===== src/rtl/ctl_spi_pkg.sv =====
// ctl_spi_pkg: shared types and constants for the control-port SPI slave.
//   spi_state_e   : frame state (IDLE = CS high, SHIFT = CS low)
//   CRC8_POLY     : CRC-8 polynomial used by the optional receive checksum
//   IDLE_FILL_DEF : default byte sent when no response byte is available
//   crc8_byte()   : one-byte CRC-8 step (MSB first, no reflection)
package ctl_spi_pkg;

   typedef enum logic {
      IDLE  = 1'b0,
      SHIFT = 1'b1
   } spi_state_e;

   localparam logic [7:0] CRC8_POLY     = 8'h07;
   localparam logic [7:0] IDLE_FILL_DEF = 8'hFF;

   function automatic logic [7:0] crc8_byte(input logic [7:0] crc, input logic [7:0] data);
      logic [7:0] c;
      c = crc ^ data;
      for (int i = 0; i < 8; i++)
         c = c[7] ? ({c[6:0], 1'b0} ^ CRC8_POLY) : {c[6:0], 1'b0};
      return c;
   endfunction

endpackage


===== src/rtl/spi_edge_detect.sv =====
// spi_edge_detect: registered rise/fall pulses for one slow, already-refined input.
//   clk, rst_n : system clock, synchronous active-low reset
//   d          : input level (clk domain)
//   rise, fall : one-cycle pulses, one clk after the registered edge is seen
// RST_VAL is the idle level of the input so that leaving reset never fakes an edge.
module spi_edge_detect #(
   parameter logic RST_VAL = 1'b0
) (
   input  logic clk,
   input  logic rst_n,
   input  logic d,
   output logic rise,
   output logic fall
);

   logic d_q;

   always_ff @(posedge clk) begin
      if (!rst_n) begin
         d_q  <= RST_VAL;
         rise <= 1'b0;
         fall <= 1'b0;
      end else begin
         d_q  <= d;
         rise <= d & ~d_q;
         fall <= ~d & d_q;
      end
   end

endmodule


===== src/rtl/ctl_spi_slave.sv =====
// ctl_spi_slave: byte-level SPI slave (mode 0, MSB first) for the control port.
// SCK is handled as slow data in the clk domain; nothing here is clocked by SCK.
//   spi_sck/spi_cs/spi_si : refined SCK, refined CS (active low), raw MOSI
//   spi_so                : MISO, driven low outside a frame
//   frame_start/frame_end : pulses on CS fall / CS rise
//   rx_data/rx_valid/rx_index : received byte, update strobe, byte index in frame
//   tx_data/tx_load/tx_req    : response byte, load strobe, next-byte request
//   tx_underrun           : sticky, IDLE_FILL was sent; cleared at frame start
//   rx_crc                : CRC-8 of complete bytes in frame (CTL_SPI_RX_CRC_EN only)
// Optional feature macro: CTL_SPI_RX_CRC_EN.
module ctl_spi_slave
   import ctl_spi_pkg::*;
#(
   parameter int              BYTE_CNT_W = 8,
   parameter logic [7:0]      IDLE_FILL  = IDLE_FILL_DEF
) (
   input  logic                  clk,
   input  logic                  rst_n,
   input  logic                  spi_sck,
   input  logic                  spi_cs,
   input  logic                  spi_si,
   output logic                  spi_so,
   output logic                  frame_start,
   output logic                  frame_end,
   output logic [7:0]            rx_data,
   output logic                  rx_valid,
   output logic [BYTE_CNT_W-1:0] rx_index,
   input  logic [7:0]            tx_data,
   input  logic                  tx_load,
   output logic                  tx_req,
   output logic                  tx_underrun
`ifdef CTL_SPI_RX_CRC_EN
   ,
   output logic [7:0]            rx_crc
`endif
);

   spi_state_e state, state_nxt;

   logic sck_rise, sck_fall, cs_rise, cs_fall;
   logic si_s1, si_s2;

   logic [7:0]            rx_shift;
   logic [2:0]            bit_cnt;
   logic [BYTE_CNT_W-1:0] byte_cnt;
   logic                  byte_done;   // 8th rise seen, next SCK fall is a byte boundary
   logic [7:0]            tx_shift;
   logic [7:0]            tx_hold;
   logic                  hold_valid;

   logic       frame_go, frame_stop, sck_rise_en, sck_fall_en, byte_last, boundary;
   logic [7:0] rx_byte;

   spi_edge_detect #(.RST_VAL(1'b0)) u_sck_edge (
      .clk(clk), .rst_n(rst_n), .d(spi_sck), .rise(sck_rise), .fall(sck_fall)
   );

   spi_edge_detect #(.RST_VAL(1'b1)) u_cs_edge (
      .clk(clk), .rst_n(rst_n), .d(spi_cs), .rise(cs_rise), .fall(cs_fall)
   );

   always_ff @(posedge clk) begin
      if (!rst_n) begin
         si_s1 <= 1'b0;
         si_s2 <= 1'b0;
      end else begin
         si_s1 <= spi_si;
         si_s2 <= si_s1;
      end
   end

   always_ff @(posedge clk) begin
      if (!rst_n) state <= IDLE;
      else        state <= state_nxt;
   end

   // Next state plus the qualified events the datapath acts on.
   // A CS rise masks any SCK edge detected in the same cycle.
   always_comb begin
      state_nxt   = state;
      frame_go    = 1'b0;
      frame_stop  = 1'b0;
      sck_rise_en = 1'b0;
      sck_fall_en = 1'b0;
      case (state)
         IDLE: begin
            if (cs_fall) begin
               frame_go  = 1'b1;
               state_nxt = SHIFT;
            end
         end
         SHIFT: begin
            if (cs_rise) begin
               frame_stop = 1'b1;
               state_nxt  = IDLE;
            end else begin
               sck_rise_en = sck_rise;
               sck_fall_en = sck_fall;
            end
         end
         default: state_nxt = IDLE;
      endcase
      byte_last = sck_rise_en && (bit_cnt == 3'd7);
      boundary  = frame_go || (sck_fall_en && byte_done);
      rx_byte   = {rx_shift[6:0], si_s2};
   end

   always_ff @(posedge clk) begin
      if (!rst_n) begin
         frame_start <= 1'b0;
         frame_end   <= 1'b0;
         rx_valid    <= 1'b0;
         tx_req      <= 1'b0;
         rx_data     <= '0;
         rx_index    <= '0;
         rx_shift    <= '0;
         bit_cnt     <= '0;
         byte_cnt    <= '0;
         byte_done   <= 1'b0;
         tx_shift    <= '0;
         tx_hold     <= '0;
         hold_valid  <= 1'b0;
         tx_underrun <= 1'b0;
      end else begin
         frame_start <= frame_go;
         frame_end   <= frame_stop;
         rx_valid    <= byte_last;
         tx_req      <= byte_last;

         if (frame_go) begin
            bit_cnt     <= '0;
            byte_cnt    <= '0;
            byte_done   <= 1'b0;
            tx_underrun <= 1'b0;
         end

         // Partial bits are simply abandoned; the next frame restarts bit_cnt.
         if (frame_stop) begin
            bit_cnt   <= '0;
            byte_done <= 1'b0;
         end

         if (sck_rise_en) begin
            rx_shift <= rx_byte;
            bit_cnt  <= bit_cnt + 3'd1;
            if (bit_cnt == 3'd7) begin
               rx_data   <= rx_byte;
               rx_index  <= byte_cnt;
               byte_cnt  <= byte_cnt + BYTE_CNT_W'(1);
               byte_done <= 1'b1;
            end
         end

         // Boundary: load the next response byte. A load in this very cycle
         // bypasses the holding register. The underrun set follows the
         // frame_go clear so a frame with no preload still flags byte 0.
         if (boundary) begin
            if (tx_load) begin
               tx_shift <= tx_data;
            end else if (hold_valid) begin
               tx_shift <= tx_hold;
            end else begin
               tx_shift    <= IDLE_FILL;
               tx_underrun <= 1'b1;
            end
            hold_valid <= 1'b0;
            byte_done  <= 1'b0;
         end else begin
            if (sck_fall_en)
               tx_shift <= {tx_shift[6:0], 1'b0};
            if (tx_load) begin
               tx_hold    <= tx_data;
               hold_valid <= 1'b1;
            end else if (frame_stop) begin
               hold_valid <= 1'b0;
            end
         end
      end
   end

`ifdef CTL_SPI_RX_CRC_EN
   always_ff @(posedge clk) begin
      if (!rst_n)         rx_crc <= '0;
      else if (frame_go)  rx_crc <= '0;
      else if (byte_last) rx_crc <= crc8_byte(rx_crc, rx_byte);
   end
`else
   // Receive CRC not built: no checksum state or port.
`endif

   assign spi_so = (state == SHIFT) & tx_shift[7];

endmodule


===== config.mk =====
export PLATFORM = sky130hd
export DESIGN_NAME = ctl_spi_slave
export DESIGN_NICKNAME = d
export VERILOG_FILES = /design/src/rtl/ctl_spi_pkg.sv /design/src/rtl/spi_edge_detect.sv /design/src/rtl/ctl_spi_slave.sv
export SDC_FILE = /design/constraint.sdc
export NUM_CORES = 1
export LEC_CHECK = 0
export BUFFER_PORTS_ARGS = -buffer_cell sky130_fd_sc_hd__buf_4
export CAP_MARGIN = 20
export CELL_PAD_IN_SITES_DETAIL_PLACEMENT = 2
export CELL_PAD_IN_SITES_GLOBAL_PLACEMENT = 2
export CORE_MARGIN = 1
export CORE_UTILIZATION = 37
export CTS_CLUSTER_SIZE = 24
export DETAILED_ROUTE_END_ITERATION = 16
export PLACE_DENSITY = 0.91
export SYNTH_ARGS = -nofsm -noshare
export SYNTH_HDL_FRONTEND = slang
export SYNTH_SLANG_ARGS = --single-unit

===== constraint.sdc =====
create_clock -name clk -period 2.5 [get_ports clk]
set_clock_uncertainty 0.2 [all_clocks]
set_input_delay 0.375 -clock clk [delete_from_list [all_inputs] [get_ports clk]]
set_output_delay 0.375 -clock clk [all_outputs]
set_load 0.02 [all_outputs]

; Word level (Yosys, flattened, before mapping)
; Index checks and enable logic that the tools add are counted.
[classes]
add_sub_neg = 2
eq_ne = 1
n_mux = 30
bitwise = 12
reduce_logical = 9
[ops]
columns = operator, n
row1 = two-way mux 8 bit, 7
row2 = two-way mux 1 bit, 19
row3 = two-way mux 3 bit, 3
row4 = adder 8 x 1 -> 8 bit (second input constant), 1
row5 = NOT 1 bit, 7
row6 = AND 1 bit, 5
row7 = AND reduction 2 bit, 2
row8 = nonzero test 2 bit, 2
row9 = adder 3 x 1 -> 3 bit (second input constant), 1
row10 = == test 3 bit (second input constant), 1
row11 = nonzero test 3 bit, 1
row12 = logical AND 1 bit, 2
row13 = one-hot mux 1 bit (2 select lines), 1
row14 = OR reduction 2 bit, 1
row15 = logical OR 1 bit, 1
[word_totals]
ff_bits = 65
input_bits = 14
output_inout_bits = 22
wordCells = 76

; Logic depth before layout (Yosys ltp)
[depth]
ltp_word = 6
mapped_depth = 6
depth_no_buf = 5

; Hierarchy
; From an unflattened synthesis, not the netlist that was laid out.
[unflattened]
hier_cells = 307
area_unflattened_um2 = 2695.1
[modules_own_cells]
columns = mod, n_inst, cells_each, area_per_inst_um2, seq_area_each_um2
row1 = ctl_spi_slave, 1, 295, 2526.2, 1181.1
row2 = spi_edge_detect at u_sck_edge, 1, 6, 85.1, 60.1
row3 = spi_edge_detect at u_cs_edge, 1, 6, 83.8, 60.1

; Least setup slack after synthesis
; OpenSTA, ideal clock, no wires.
[synth_timing]
kind = register to register
start = register bit_cnt[0]
end = register byte_cnt[5]
arrival_ps = 1426
required_time_ps = 2230
path_slack_ps = 804
path_stages_with_launch = 6
synth_period_minus_slack_ps = 1696
path_cell_list = dfxtp_1 -> ha_1 -> ha_1 -> nand4b_4 -> or4_1 -> a21oi_1
[synth_between]
elab_chain_len = 3
[synth_lines]
columns = item, line
row1 = from (decl), ctl_spi_slave.sv:44  ; logic [2:0] bit_cnt;
row2 = from (signal assigned), ctl_spi_slave.sv:145  ; bit_cnt <= bit_cnt + 3'd1;
row3 = == test 3 bit, ctl_spi_slave.sv:146  ; if (bit_cnt == 3'd7) begin
row4 = two-way mux 8 bit, ctl_spi_slave.sv:146
row5 = two-way mux 8 bit, ctl_spi_slave.sv:143  ; if (sck_rise_en) begin
row6 = to (signal assigned), ctl_spi_slave.sv:149  ; byte_cnt <= byte_cnt + BYTE_CNT_W'(1);
row7 = to (decl), ctl_spi_slave.sv:45  ; logic [BYTE_CNT_W-1:0] byte_cnt;
; Every way passes these cells.
; A chain may end at the register's enable or synchronous reset.

; Worst setup path in the final report
[layout_timing]
start = register bit_cnt[0]
end = register rx_data[1]
[layout_between]
elab_chain_len = 2
[layout_lines]
columns = item, line
row1 = == test 3 bit, ctl_spi_slave.sv:146
row2 = AND reduction 2 bit (no source line), -
row3 = to (signal assigned), ctl_spi_slave.sv:147  ; rx_data <= rx_byte;
row4 = to (decl), ctl_spi_slave.sv:25  ; output logic [7:0] rx_data,
; Every way passes these cells.

==> flow_summary.json <==
{
  "met2_length_um": 4620,
  "drt_pass1_iterations": 4,
  "power.leakage_nw": 1.25,
  "cpLargestDelayFamily": "simple AND/OR/NAND/NOR gates",
  "grt_remaining_overflow": 0,
  "dp.cells": 418,
  "top_layer_used": "met4",
  "fin_crit_ns": 2.16,
  "dieArea_sq_um": 7520,
  "ys_ff_latch": 65,
  "synth_ff_type": "dfxtp_1",
  "io_buffer_count": 35,
  "viasPerCell": 5.77,
  "synth.top_cells.by_count": "dfxtp_1 (65), nand2_1 (53), a21oi_1 (41)",
  "finalSetupTns_ns": 0,
  "ioPinCount": 36,
  "period_share_pct": 86.6,
  "initial_utilization_pct": 38.7,
  "fin_area_sq_um": 3250,
  "fp-row-count": 30,
  "cts_tree": "yes",
  "irDropWorstVdd_uv": 283,
  "cp-start-kind": "flop",
  "cts_setup_buffers": 0,
  "crit_top_cell": "ha_1",
  "cts_buffers": 9,
  "place_congestion": 0.755,
  "max_freq_mhz": 462,
  "yosysSeqAreaShare_pct": 49.0,
  "worst_path_max_delay_cell": "and4b_1",
  "arrival_ns": 2.25,
  "grtUsageTotal_pct": 26.8,
  "dpl_cell_area_sq_um": 2990,
  "route.met3.wl_um": 342,
  "cp_max_fo": 15,
  "synth_fp_nets": 322,
  "yosysWarnings": 0,
  "crit_buf_inv": 1,
  "cts_resized": 0,
  "grt_max_degree": 40,
  "drv_cap": 0,
  "clk_latency_ns": 0.35,
  "power-per-cell-area_nw_per_um2": 732,
  "slew_violations": 0,
  "antenna_left": 0,
  "synth_top_area_share_pct": 49.0,
  "m1WireLength_um": 4100,
  "clockBufferDepth": 2,
  "antenna_found_initial": 0,
  "worst_pin_slew_ns": 0.632,
  "synthTopCellsByArea": "dfxtp_1 (49%), a21oi_1 (7.7%), nand2_1 (7.5%), nand3_1 (2.8%), o221ai_1 (2.6%)",
  "fin_nets": 351,
  "yosysMostFrequentCell": "dfxtp_1",
  "syn_to_final_growth_pct": 22.5,
  "via_count": 2509,
  "status": "complete, no violations",
  "endpoint_kind": "flop",
  "routed_wl_um": 9300,
  "timing_hold_violations_final": 0,
  "drive_above_1_share_pct": 20.4,
  "rsz0062_at_grt": "false",
  "wl_per_cell_um": 21.4,
  "yosysUniqueCellTypes": 37,
  "slew-limit-headroom_pct": 57.8,
  "clock-sinks": 65,
  "clk_pin_slew_ns": 0.08,
  "cts_root_buf": "clkbuf_8",
  "worstPathCellList": "ha_1, ha_1, and4b_1, buf_4, nand2_1, a21oi_1",
  "setup_viol": 0,
  "hp-class": "in -> reg",
  "die_width_um": 86.7,
  "syn_area_sq_um": 2660,
  "cts.htree.levels": 3,
  "antennaDiodeCount": 0,
  "hpwlAfterDp_um": 5840,
  "fp.coreArea_sq_um": 6870,
  "async_flop_share_pct": 0,
  "synth_edf_count": 0,
  "drt_iter0_markers": 160,
  "grt_pass1_wl_um": 15000,
  "grt_pass1_vias": 2713,
  "crit_required_ns": 2.58,
  "syn_area_per_cell_sq_um": 8.71,
  "yosysTopAreaCell": "dfxtp_1",
  "die_y_um": 86.7,
  "drc": 0,
  "postSynthCellCount": 305,
  "critPathKind": "reg -> reg",
  "final_cells": 435,
  "slowest_delay_ns": 0.63
}
==> metal layers <==
metal | GRT usage, % | up-vias
li1 | - | 1148
met1 | 33.1 | 1274
met2 | 45.1 | 68
met3 | 4.48 | 19
met4 | 13.9 | 0
met5 | 0 | -
==> cell families (layout without fill, tap and decap cells) <==
family,Yosys count,in the layout,synth area share [%]
buffers and inverters,30,64,5.09
muxes,3,3,1.13
and+or+nand+nor,132,132,26.4
xor gates and xnor gates,1,1,0.330
AOI/OAI and AO/OA,71,71,16.7
DFF,65,65,49.0
adders and majority gates,3,3,1.41
==> state kept, by name, summed over array words and instances, names as in the netlist, 3 cells and up <==
register	cells
byte_cnt	8
bit_cnt	3
rx_index	8
tx_shift	8
tx_hold	8
rx_data	8
rx_shift	7
==> layout make-up <==
cell class / count / area [sq um]
sequential: 65 / 1300
clock inverter: 6 / 114
fill: 738 / 3620
multi-input combinational: 210 / 1220
tap: 96 / 120
timing repair buffer: 44 / 345
inverter: 4 / 15.0
clock buffer: 10 / 138
==> cells in the final DEF, fill, tap and decap left out, types with 2 or more instances in the layout <==
cell        count
a311oi_1        7
nand2b_1        4
o221ai_1        8
dfxtp_1        65
mux2i_1         3
and2_1          4
and3b_1         2
clkinvlp_4      2
buf_4          42
bufinv_16       3
and4b_1         2
nor2b_1         2
a21oi_1        41
nor3b_1         3
and3_1          2
o211ai_1        2
nand2_1        53
o21ai_0         3
o31ai_1         8
nor2_1          9
inv_1           3
or3_1           3
nand3b_1        2
nand3_1        15
nand4_1        11
nor3_1          9
clkbuf_8       10
ha_1            3
or3b_2          8
==> through the flow <==
step / worst slack (ns) / hold WS (ns) / util (%) / total power [mW]
after floorplan: 0.804 / 0.183 / - / 1.19
after global placement: 0.568 / 0.191 / 43.6 / 1.24
after detailed placement: 0.410 / 0.203 / 43.6 / 1.25
after CTS: 0.320 / 0.0397 / 47.4 / 2.39
after global routing: 0.194 / 0.0407 / 47.4 / 2.44
final: 0.336 / 0.0483 / 47.4 / 2.38
==> what timing repair did <==
item | in CTS | in global routing
setup endpoints to repair | 0 | 0
hold buffers | 1 | 0
endpoints found under the hold margin | 1 | 0
==> where the power goes <==
part | switching, mW | total, mW | internal, mW
Combinational | 0.0915 | 0.152 | 0.0603
Sequential | 0.0247 | 1.09 | 1.06
Clock | 0.449 | 1.14 | 0.693
Total | 0.566 | 2.38 | 1.81
==> final timing paths <==
path	startpoint	to	slack (ns)	cells past startpoint
setup / recovery	bit_cnt[0]	rx_data[1]	0.34	6
hold / removal	spi_si	si_s1	0.05	2
hold reg to reg	u_sck_edge.d_q	u_sck_edge.rise	0.22	1
setup reg to reg	bit_cnt[0]	rx_data[1]	0.34	6
No activity file was read; power rests on OpenSTA's default activity.
